**src/rtl/async_fifo_pkg.sv**
```systemverilog
// rtl/async_fifo_pkg.sv - Pointer-code helpers and output-stage state type for the async FIFO read side
package async_fifo_pkg;

  localparam int PTR_MAX_W = 32;

  typedef logic [PTR_MAX_W-1:0] ptr_word_t;

  typedef enum logic [1:0] {
    STG_EMPTY = 2'd0,
    STG_ONE   = 2'd1,
    STG_TWO   = 2'd2
  } stg_state_t;

  // Both helpers take zero-extended pointers; leading zeros are neutral in either code.
  function automatic ptr_word_t bin2gray(input ptr_word_t b);
    return b ^ (b >> 1);
  endfunction

  function automatic ptr_word_t gray2bin(input ptr_word_t g);
    ptr_word_t b;
    b[PTR_MAX_W-1] = g[PTR_MAX_W-1];
    for (int i = PTR_MAX_W - 2; i >= 0; i--) begin
      b[i] = b[i+1] ^ g[i];
    end
    return b;
  endfunction

endpackage

```
**src/rtl/async_fifo_rd_ctrl_if.sv**
```systemverilog
// rtl/async_fifo_rd_ctrl_if.sv - Consumer-side valid/ready read stream of the async FIFO
interface async_fifo_rd_ctrl_if #(
  parameter int DSIZE = 8
);

  logic             rd_valid;
  logic             rd_ready;
  logic [DSIZE-1:0] rd_data;

  modport master (
    output rd_valid,
    output rd_data,
    input  rd_ready
  );

  modport slave (
    input  rd_valid,
    input  rd_data,
    output rd_ready
  );

endinterface

```
**src/rtl/fifo_fwft_stage.sv**
```systemverilog
// rtl/fifo_fwft_stage.sv - Two-entry (main + skid) output stage, built only when RD_FWFT_EN is defined
`ifdef RD_FWFT_EN
module fifo_fwft_stage
  import async_fifo_pkg::*;
#(
  parameter int DSIZE = 8
) (
  input  logic             dest_clk,
  input  logic             dest_rst_n,
  input  logic             i_valid,
  input  logic [DSIZE-1:0] i_data,
  output logic             o_valid,
  input  logic             i_ready,
  output logic [DSIZE-1:0] o_data,
  output logic [1:0]       o_count
);

  stg_state_t       r_state;
  stg_state_t       w_state_next;
  logic [DSIZE-1:0] r_main;
  logic [DSIZE-1:0] r_skid;
  logic             w_push;
  logic             w_pop;

  assign w_push = i_valid;
  assign w_pop  = o_valid & i_ready;

  always_ff @(posedge dest_clk or negedge dest_rst_n) begin
    if (!dest_rst_n) begin
      r_state <= STG_EMPTY;
    end else begin
      r_state <= w_state_next;
    end
  end

  always_comb begin
    w_state_next = r_state;
    case (r_state)
      STG_EMPTY: if (w_push) w_state_next = STG_ONE;
      STG_ONE: begin
        if (w_push && !w_pop)      w_state_next = STG_TWO;
        else if (!w_push && w_pop) w_state_next = STG_EMPTY;
      end
      STG_TWO:   if (w_pop && !w_push) w_state_next = STG_ONE;
      default:   w_state_next = STG_EMPTY;
    endcase
  end

  always_comb begin
    o_valid = (r_state != STG_EMPTY);
    o_data  = r_main;
    case (r_state)
      STG_ONE: o_count = 2'd1;
      STG_TWO: o_count = 2'd2;
      default: o_count = 2'd0;
    endcase
  end

  // The head word always lives in r_main so rd_data never moves under backpressure.
  always_ff @(posedge dest_clk or negedge dest_rst_n) begin
    if (!dest_rst_n) begin
      r_main <= '0;
      r_skid <= '0;
    end else begin
      case (r_state)
        STG_EMPTY: if (w_push) r_main <= i_data;
        STG_ONE: begin
          if (w_push && w_pop) r_main <= i_data;
          else if (w_push)     r_skid <= i_data;
        end
        STG_TWO: begin
          if (w_pop) begin
            r_main <= r_skid;
            if (w_push) r_skid <= i_data;
          end
        end
        default: ;
      endcase
    end
  end

endmodule
`endif

```
**src/rtl/async_fifo_rd_ctrl.sv**
```systemverilog
// rtl/async_fifo_rd_ctrl.sv - Read-domain controller of the dual-clock FIFO; RD_FWFT_EN selects first-word-fall-through output
module async_fifo_rd_ctrl
  import async_fifo_pkg::*;
#(
  parameter int          ASIZE      = 4,
  parameter int          DSIZE      = 8,
  parameter int unsigned AEMPTY_THR = 2
) (
  input  logic               dest_clk,
  input  logic               dest_rst_n,
  input  logic [ASIZE:0]     rq2_wptr,
  output logic [ASIZE:0]     rptr,
  output logic [ASIZE-1:0]   raddr,
  output logic               ren,
  input  logic [DSIZE-1:0]   rdata_ram,
  async_fifo_rd_ctrl_if.master rd_if,
  output logic               rempty,
  output logic               raempty,
  output logic [ASIZE:0]     rlevel
);

  localparam int PW = ASIZE + 1;

  logic [ASIZE:0] r_rbin;
  logic [ASIZE:0] r_rptr;
  logic [ASIZE:0] r_rlevel;
  logic           r_rempty;
  logic           r_raempty;

  logic           w_req;
  logic           w_pop;
  logic [ASIZE:0] w_rbin_next;
  logic [ASIZE:0] w_rgray_next;
  logic [ASIZE:0] w_wbin;
  logic [ASIZE:0] w_diff;

  // Gating on the registered empty keeps a same-cycle write-pointer change from being popped early.
  assign w_pop        = w_req & ~r_rempty;
  assign w_rbin_next  = r_rbin + {{ASIZE{1'b0}}, w_pop};
  assign w_rgray_next = PW'(bin2gray(PTR_MAX_W'(w_rbin_next)));
  assign w_wbin       = PW'(gray2bin(PTR_MAX_W'(rq2_wptr)));
  assign w_diff       = w_wbin - w_rbin_next;

  always_ff @(posedge dest_clk or negedge dest_rst_n) begin
    if (!dest_rst_n) begin
      r_rbin    <= '0;
      r_rptr    <= '0;
      r_rempty  <= 1'b1;
      r_raempty <= 1'b1;
      r_rlevel  <= '0;
    end else begin
      r_rbin    <= w_rbin_next;
      r_rptr    <= w_rgray_next;
      r_rempty  <= (w_rgray_next == rq2_wptr);
      r_rlevel  <= w_diff;
      r_raempty <= (PTR_MAX_W'(w_diff) <= AEMPTY_THR);
    end
  end

  assign rptr    = r_rptr;
  assign raddr   = r_rbin[ASIZE-1:0];
  assign ren     = w_pop;
  assign rempty  = r_rempty;
  assign raempty = r_raempty;
  assign rlevel  = r_rlevel;

`ifdef RD_FWFT_EN
  logic       r_inflight;
  logic [1:0] w_count;
  logic       w_xfer;
  logic [2:0] w_pending;

  always_ff @(posedge dest_clk or negedge dest_rst_n) begin
    if (!dest_rst_n) begin
      r_inflight <= 1'b0;
    end else begin
      r_inflight <= w_pop;
    end
  end

  // Request only when the word it fetches is sure of a slot next cycle, counting the one still in the RAM.
  assign w_xfer    = rd_if.rd_valid & rd_if.rd_ready;
  assign w_pending = {1'b0, w_count} + {2'b00, r_inflight} - {2'b00, w_xfer};
  assign w_req     = (w_pending < 3'd2);

  fifo_fwft_stage #(
    .DSIZE (DSIZE)
  ) u_stage (
    .dest_clk   (dest_clk),
    .dest_rst_n (dest_rst_n),
    .i_valid    (r_inflight),
    .i_data     (rdata_ram),
    .o_valid    (rd_if.rd_valid),
    .i_ready    (rd_if.rd_ready),
    .o_data     (rd_if.rd_data),
    .o_count    (w_count)
  );
`else
  logic             r_rd_valid;
  logic [DSIZE-1:0] r_hold;

  assign w_req = rd_if.rd_ready;

  always_ff @(posedge dest_clk or negedge dest_rst_n) begin
    if (!dest_rst_n) begin
      r_rd_valid <= 1'b0;
      r_hold     <= '0;
    end else begin
      r_rd_valid <= w_pop;
      if (r_rd_valid) r_hold <= rdata_ram;
    end
  end

  assign rd_if.rd_valid = r_rd_valid;
  assign rd_if.rd_data  = r_rd_valid ? rdata_ram : r_hold;
`endif

endmodule

```
**src/flat_wrapper.sv**
```systemverilog
// flat-port wrapper written by rule: the top's interface ports become plain ports
module async_fifo_rd_ctrl_flat import async_fifo_pkg::*;
#(
  parameter int          ASIZE      = 4,
  parameter int          DSIZE      = 8,
  parameter int unsigned AEMPTY_THR = 2
)
  (dest_clk, dest_rst_n, rq2_wptr, rptr, raddr, ren, rdata_ram, rempty, raempty, rlevel, rd_if_rd_valid, rd_if_rd_data, rd_if_rd_ready);
  async_fifo_rd_ctrl_if #(.DSIZE(DSIZE)) rd_if_i ();
  input  logic dest_clk;
  input  logic dest_rst_n;
  input  logic [ASIZE:0] rq2_wptr;
  output logic [ASIZE:0] rptr;
  output logic [ASIZE-1:0] raddr;
  output logic ren;
  input  logic [DSIZE-1:0] rdata_ram;
  output logic rempty;
  output logic raempty;
  output logic [ASIZE:0] rlevel;
  output wire logic [$bits(rd_if_i.rd_valid)-1:0] rd_if_rd_valid;
  output wire logic [$bits(rd_if_i.rd_data)-1:0] rd_if_rd_data;
  input wire logic [$bits(rd_if_i.rd_ready)-1:0] rd_if_rd_ready;
  assign rd_if_rd_valid = rd_if_i.rd_valid;
  assign rd_if_rd_data = rd_if_i.rd_data;
  assign rd_if_i.rd_ready = rd_if_rd_ready;
  async_fifo_rd_ctrl #(.ASIZE(ASIZE), .DSIZE(DSIZE), .AEMPTY_THR(AEMPTY_THR)) u_core (.dest_clk(dest_clk), .dest_rst_n(dest_rst_n), .rq2_wptr(rq2_wptr), .rptr(rptr), .raddr(raddr), .ren(ren), .rdata_ram(rdata_ram), .rd_if(rd_if_i), .rempty(rempty), .raempty(raempty), .rlevel(rlevel));
endmodule
```
**config.mk**
```make
export PLATFORM = sky130hd
export DESIGN_NAME = async_fifo_rd_ctrl_flat
export DESIGN_NICKNAME = d
export VERILOG_FILES = /design/src/rtl/async_fifo_pkg.sv /design/src/rtl/async_fifo_rd_ctrl_if.sv /design/src/rtl/fifo_fwft_stage.sv /design/src/rtl/async_fifo_rd_ctrl.sv /design/src/flat_wrapper.sv
export SDC_FILE = /design/constraint.sdc
export NUM_CORES = 1
export LEC_CHECK = 0
export CELL_PAD_IN_SITES_DETAIL_PLACEMENT = 0
export CELL_PAD_IN_SITES_GLOBAL_PLACEMENT = 1
export CORE_ASPECT_RATIO = 0.5
export CORE_MARGIN = 4
export CORE_UTILIZATION = 31
export DETAILED_ROUTE_END_ITERATION = 10
export GPL_TIMING_DRIVEN = 0
export HOLD_SLACK_MARGIN = 0.08
export PLACE_DENSITY = 0.82
export SLEW_MARGIN = 40
export SYNTH_ARGS = -nofsm -noshare
export SYNTH_HDL_FRONTEND = slang
export SYNTH_SLANG_ARGS = --single-unit
```
**constraint.sdc**
```tcl
create_clock -name dest_clk -period 2.4 [get_ports dest_clk]
set_input_delay 0.48 -clock dest_clk [delete_from_list [all_inputs] [get_ports dest_clk]]
set_output_delay 0.48 -clock dest_clk [all_outputs]
set_load 0.05 [all_outputs]
```
Yosys cells after proc, flatten, opt, wreduce, memory -nomap -nowiden:

Index checks and enable logic that the tools add are counted.

* $add $sub $neg: 2
* magnitude comparators: 1
* eq/ne operators: 1
* mux-type cells: 1
* bitwise operators: 7

Operators with widths (count)
* 8-bit two-way mux: 1
* 5-bit by 1-bit adder with 5-bit output: 1
* 5-bit equality test: 1
* 5-bit by 2-bit <= comparator with 1-bit output, second input constant: 1
* 5-bit subtractor: 1
* 5-bit by 4-bit XOR with 5-bit output: 1
* 1-bit XOR: 4
* 1-bit bitwise AND: 1
* 1-bit inverter: 1

* flip-flop bits (word level): 26
* bits of input ports: 16
* output and inout bits: 26
* logic and storage cells: 19

Logic depth before layout (Yosys ltp):

* word-level depth: 6
* depth in mapped cells: 10
* gate-level depth less buffers: 9

Least setup slack after synthesis:

Ideal clock, no wire load.

* kind: input -> register
* start point: input rd_if_rd_ready
* end point: register u_core.r_raempty, in the netlist u_core.raempty
* setup time: 0.105 ns
* arrival time: 3.193 ns
* data required time: 2.295 ns
* path slack: -0.898 ns
* stages: 9
* buffers on the path: 0
* cell sequence: nor2b_1 > ha_1 > nand3_1 > xor2_1 > ha_1 > a21o_1 > a31oi_1 > xnor2_1 > a2111oi_2

* longest elaborated chain between the ends: 4

RTL lines
* start: declaration: line flat_wrapper.sv:22 `input wire logic [$bits(rd_if_i.rd_ready)-1:0] rd_if_rd_ready;`
* 1-bit bitwise AND: line async_fifo_rd_ctrl.sv:38 `assign w_pop = w_req & ~r_rempty;`
* 5-bit by 1-bit adder with 5-bit output: line async_fifo_rd_ctrl.sv:39 `assign w_rbin_next = r_rbin + {{ASIZE{1'b0}}, w_pop};`
* 5-bit subtractor: line async_fifo_rd_ctrl.sv:42 `assign w_diff = w_wbin - w_rbin_next;`
* named net u_core.w_diff[4]: line async_fifo_rd_ctrl.sv:35 `logic [ASIZE:0] w_diff;`
* 5-bit by 2-bit <= comparator with 1-bit output: line async_fifo_rd_ctrl.sv:56 `r_raempty <= (PTR_MAX_W'(w_diff) <= AEMPTY_THR);`
* end signal: assignment: line async_fifo_rd_ctrl.sv:56
* end: declaration: line async_fifo_rd_ctrl.sv:28 `logic r_raempty;`

The timed path passes the listed nets, and every way through them passes these cells.

Worst setup path after layout:

* start point: input rq2_wptr[4]
* end point: register u_core.r_raempty, in the netlist u_core.raempty

* longest elaborated chain between the ends: 6

RTL lines
* start: declaration: line flat_wrapper.sv:12 `input logic [ASIZE:0] rq2_wptr;`
* 1-bit XOR (4 in series): line async_fifo_pkg.sv:23 `b[i] = b[i+1] ^ g[i];`
* 5-bit subtractor *: line async_fifo_rd_ctrl.sv:42
* named net u_core.w_diff[4]: line async_fifo_rd_ctrl.sv:35
* 5-bit by 2-bit <= comparator with 1-bit output *: line async_fifo_rd_ctrl.sv:56

The timed path passes the listed nets; every way through them passes the cells marked *.

==> flow_summary.yaml <==
global_routing:
  grt_pass1_vias: 822
  grt_pass1_wl_mm: 4.071
  antenna_found_initial: 0
  grt_overflow: 0
  grt_max_degree: 26
  track_usage_pct: 10.93
layout:
  seqCellArea_sq_um: 628.1
  drive_gt1_share_pct: 37.06
  antennaDiodeCount: 0
  area_delta_synth_final_pct: 62.95
  fin_cells: 194
  multi_input_area_sq_um: 723.2
  fillCellCount: 311
  layout.nets: 167
setup_path:
  path_cells: "buf_8 -> xor3_2 -> xor2_4 -> xnor2_2 -> ha_2 -> inv_2 -> fa_2 -> a31oi_4 -> xnor2_2 -> a2111oi_4"
  r2r_slack_ns: 0.18
  cp_num_buf_inv: 2
  required_ns: 2.58
  crit_fanout: 2
  cpMaxStageDelayCell: "xor3_2"
  r2r-start: "u_core.rempty$_DFF_PN1_"
  startpoint_type: "input pin"
  critPathLaunch: "rq2_wptr[4]"
  cp_slowest_stage_delay_ns: 0.47
  crit_top_cell: "xnor2_2"
  end_kind: "flop"
  endpoint: "u_core.raempty$_DFF_PN1_"
  cp_num_cells: 10
  arrival_ns: 2.53
  path_delay_family: "XOR/XNOR gates"
  rr_worst_depth: 8
  critical_path_class: "input pin to flop"
  r2r-end: "u_core.raempty$_DFF_PN1_"
floorplanning:
  io_pins: 42
  row_count: 15
  initial_core_util_pct: 33.82
  die-area_sq_um: 5036
  chipWidth_um: 96.44
  core_sq_um: 3585
  fp.dieH_um: 52.22
cts:
  htree_levels: 1
  numCtsBuffers: 3
  clk_latency_ns: 0.27
  tritoncts: "done"
  cts_hold_buf: 0
  clk_pin_slew_worst_paths_ns: 0.09
  cts_sinks: 25
  clockRootBuffer: "clkbuf_8"
  clockBufferDepth: 2
detailed_routing:
  dr_wl_met3_um: 103
  highest_layer: "met4"
  dr_wl_met2_mm: 1.388
  wl_mm: 2.638
  first_pass_iters: 4
  first_iter_violations: 10
  vias: 817
  vias_per_cell: 4.211
  post_drt_wl_per_cell_um: 13.60
  ant_nets: 0
  drt-met1-wl_mm: 1.132
  drc_errors: 0
sta:
  rsz0062_at_grt: "true"
  tightest_slew_ns: 0.5651
  fin_crit_ns: 2.348
  drv_slew: 0
  skew_ns: 0.004579
  fmax_mhz: 425.9
  final_hold_viol_count: 0
  finalSetupViolations: 0
  slew_headroom_pct: 62.33
  fin_crit_sh_pct: 97.82
place:
  gp_congestion: 0.6981
  post-place-cells: 181
  numPortBuffers: 41
  dp_hpwl_mm: 1.953
logic_synthesis:
  yosys_warnings: 0
  syn_inst: 89
  syn_area_sq_um: 1212
  synth_nets: 112
  ys_seq_area_share_pct: 51.81
  syn_area_per_cell_sq_um: 13.62
  synth.distinct_cells: 29
  ys_seq_elements: 25
outcome:
  status: "complete, no violations"
job:
  drv_cap: 0
min_path:
  hold_class: "input pin to async pin"
cell usage in the layout (no fill, tap or decap), types with 2 or more instances in the layout:
cell	n
a21o_1	2
and2_2	2
buf_2	2
buf_4	11
clkbuf_8	4
clkdlybuf4s50_1	26
dfrtp_1	23
dfstp_2	2
dlygate4sd2_1	9
dlymetal6s2s_1	2
ha_2	2
ha_4	3
inv_1	4
mux2_2	8
xnor2_1	7
xnor2_2	5
xor2_1	5
xor2_4	2
cells in the mapped netlist:
cell       count  area [sq um]
o21ai_0        1         5.000
nand4_1        1         6.260
dfrtp_1       23         575.6
mux2i_1        1         10.01
clkbuf_8       1         13.76
a21oi_1        1         5.000
a221oi_1       1         8.760
xnor2_1       12         105.1
and2_2         2         15.01
a21o_1         2         15.01
xor2_1         8         70.07
mux2_2         8         90.09
a31oi_1        1         6.260
nor2b_1        2         12.51
nor2_1         1         3.750
fa_1           1         20.02
dfstp_2        2         52.55
a311oi_1       1         8.760
and3_1         1         6.260
xor3_2         1         25.02
inv_1          5         18.77
nor4_1         1         6.260
nand3_1        1         5.000
buf_2          1         5.000
ha_1           6         75.07
a2111oi_2      1         15.01
xnor3_1        1         22.52
nand2b_1       1         6.260
clkbuf_1       1         3.750
registers in the layout (all words and copies together), names as in the netlist:
signal,cells
u_core.rd_if.rd_valid,1
u_core.r_hold,8
u_core.r_rbin,5
u_core.rempty,1
u_core.raempty,1
u_core.rptr,4
u_core.rlevel,5
metal layers:
layer,global-route usage [%],up-vias
met2,18.84,14
met5,0,-
met1,13.62,396
met3,2.582,2
met4,3.488,0
li1,-,405
logic make-up after synthesis:
family	synth area share (%)
xor gates and xnor gates	18.37
DFF	51.81
adders and majority gates	7.843
buffers and inverters	3.405
and+or+nand+nor	5.057
muxes	8.256
AOI/OAI and AO/OA	5.262
worst min-delay path by stage:
stage                                       endpoint  depth (start not counted)  slack [ns]                       start
after floorplan           u_core.r_hold[0]$_DFF_PN0_                          0        0.18                  dest_rst_n
after global placement    u_core.r_hold[5]$_DFF_PN0_                          1        0.48  u_core.r_hold[5]$_DFF_PN0_
after detailed placement  u_core.r_hold[5]$_DFF_PN0_                          1        0.49  u_core.r_hold[5]$_DFF_PN0_
after CTS                 u_core.rlevel[4]$_DFF_PN0_                          1        0.21                  dest_rst_n
after global routing      u_core.rlevel[4]$_DFF_PN0_                          1        0.23                  dest_rst_n
final                     u_core.rlevel[4]$_DFF_PN0_                          1        0.19                  dest_rst_n
metrics by stage:
stage | hold WS (ns) | util (%) | worst slack (ns) | cell area (sq um) | TNS (ns)
3_5_place_dp | 0.4853 | 48.87 | -0.7296 | 1752 | -2.790
3_3_place_gp | 0.4785 | 49.01 | -0.6818 | 1757 | -2.613
6_report | 0.1944 | 55.11 | 0.05221 | 1976 | 0
5_1_grt | 0.2310 | 55.11 | -0.01474 | 1976 | -0.01474
2_1_floorplan | 0.1844 | - | -0.06157 | 1282 | -0.06157
4_1_cts | 0.2105 | 52.08 | -0.04463 | 1867 | -0.04463
worst register-to-register path: stages (launching register included):
cell	delay, ns
dfstp_2	0.57
nor2b_4	0.06
ha_4	0.18
xnor2_2	0.29
ha_1	0.29
a21o_1	0.16
a21oi_2	0.17
xnor2_2	0.10
a2111oi_4	0.31
area by class of cell:
cell class	instances	area share, %
sequential	25	31.79
multi-input combinational	56	36.61
buffer	1	0.6966
timing repair buffer	52	24.45
clock buffer	4	2.280
inverter	5	0.9500
tap	51	3.230
timing repair:
| item | 4_1_cts | 5_1_grt |
|---|---|---|
| pin swaps | 6 | 10 |
| buffers inserted | 4 | 7 |
| gates cloned | 0 | 0 |
| resized for setup | 24 | 20 |
| setup endpoints to repair | 14 | 2 |
Power is left out: the tool's default activity adds up to more than one toggle a clock period on the data nets, which glitch-free logic cannot reach.
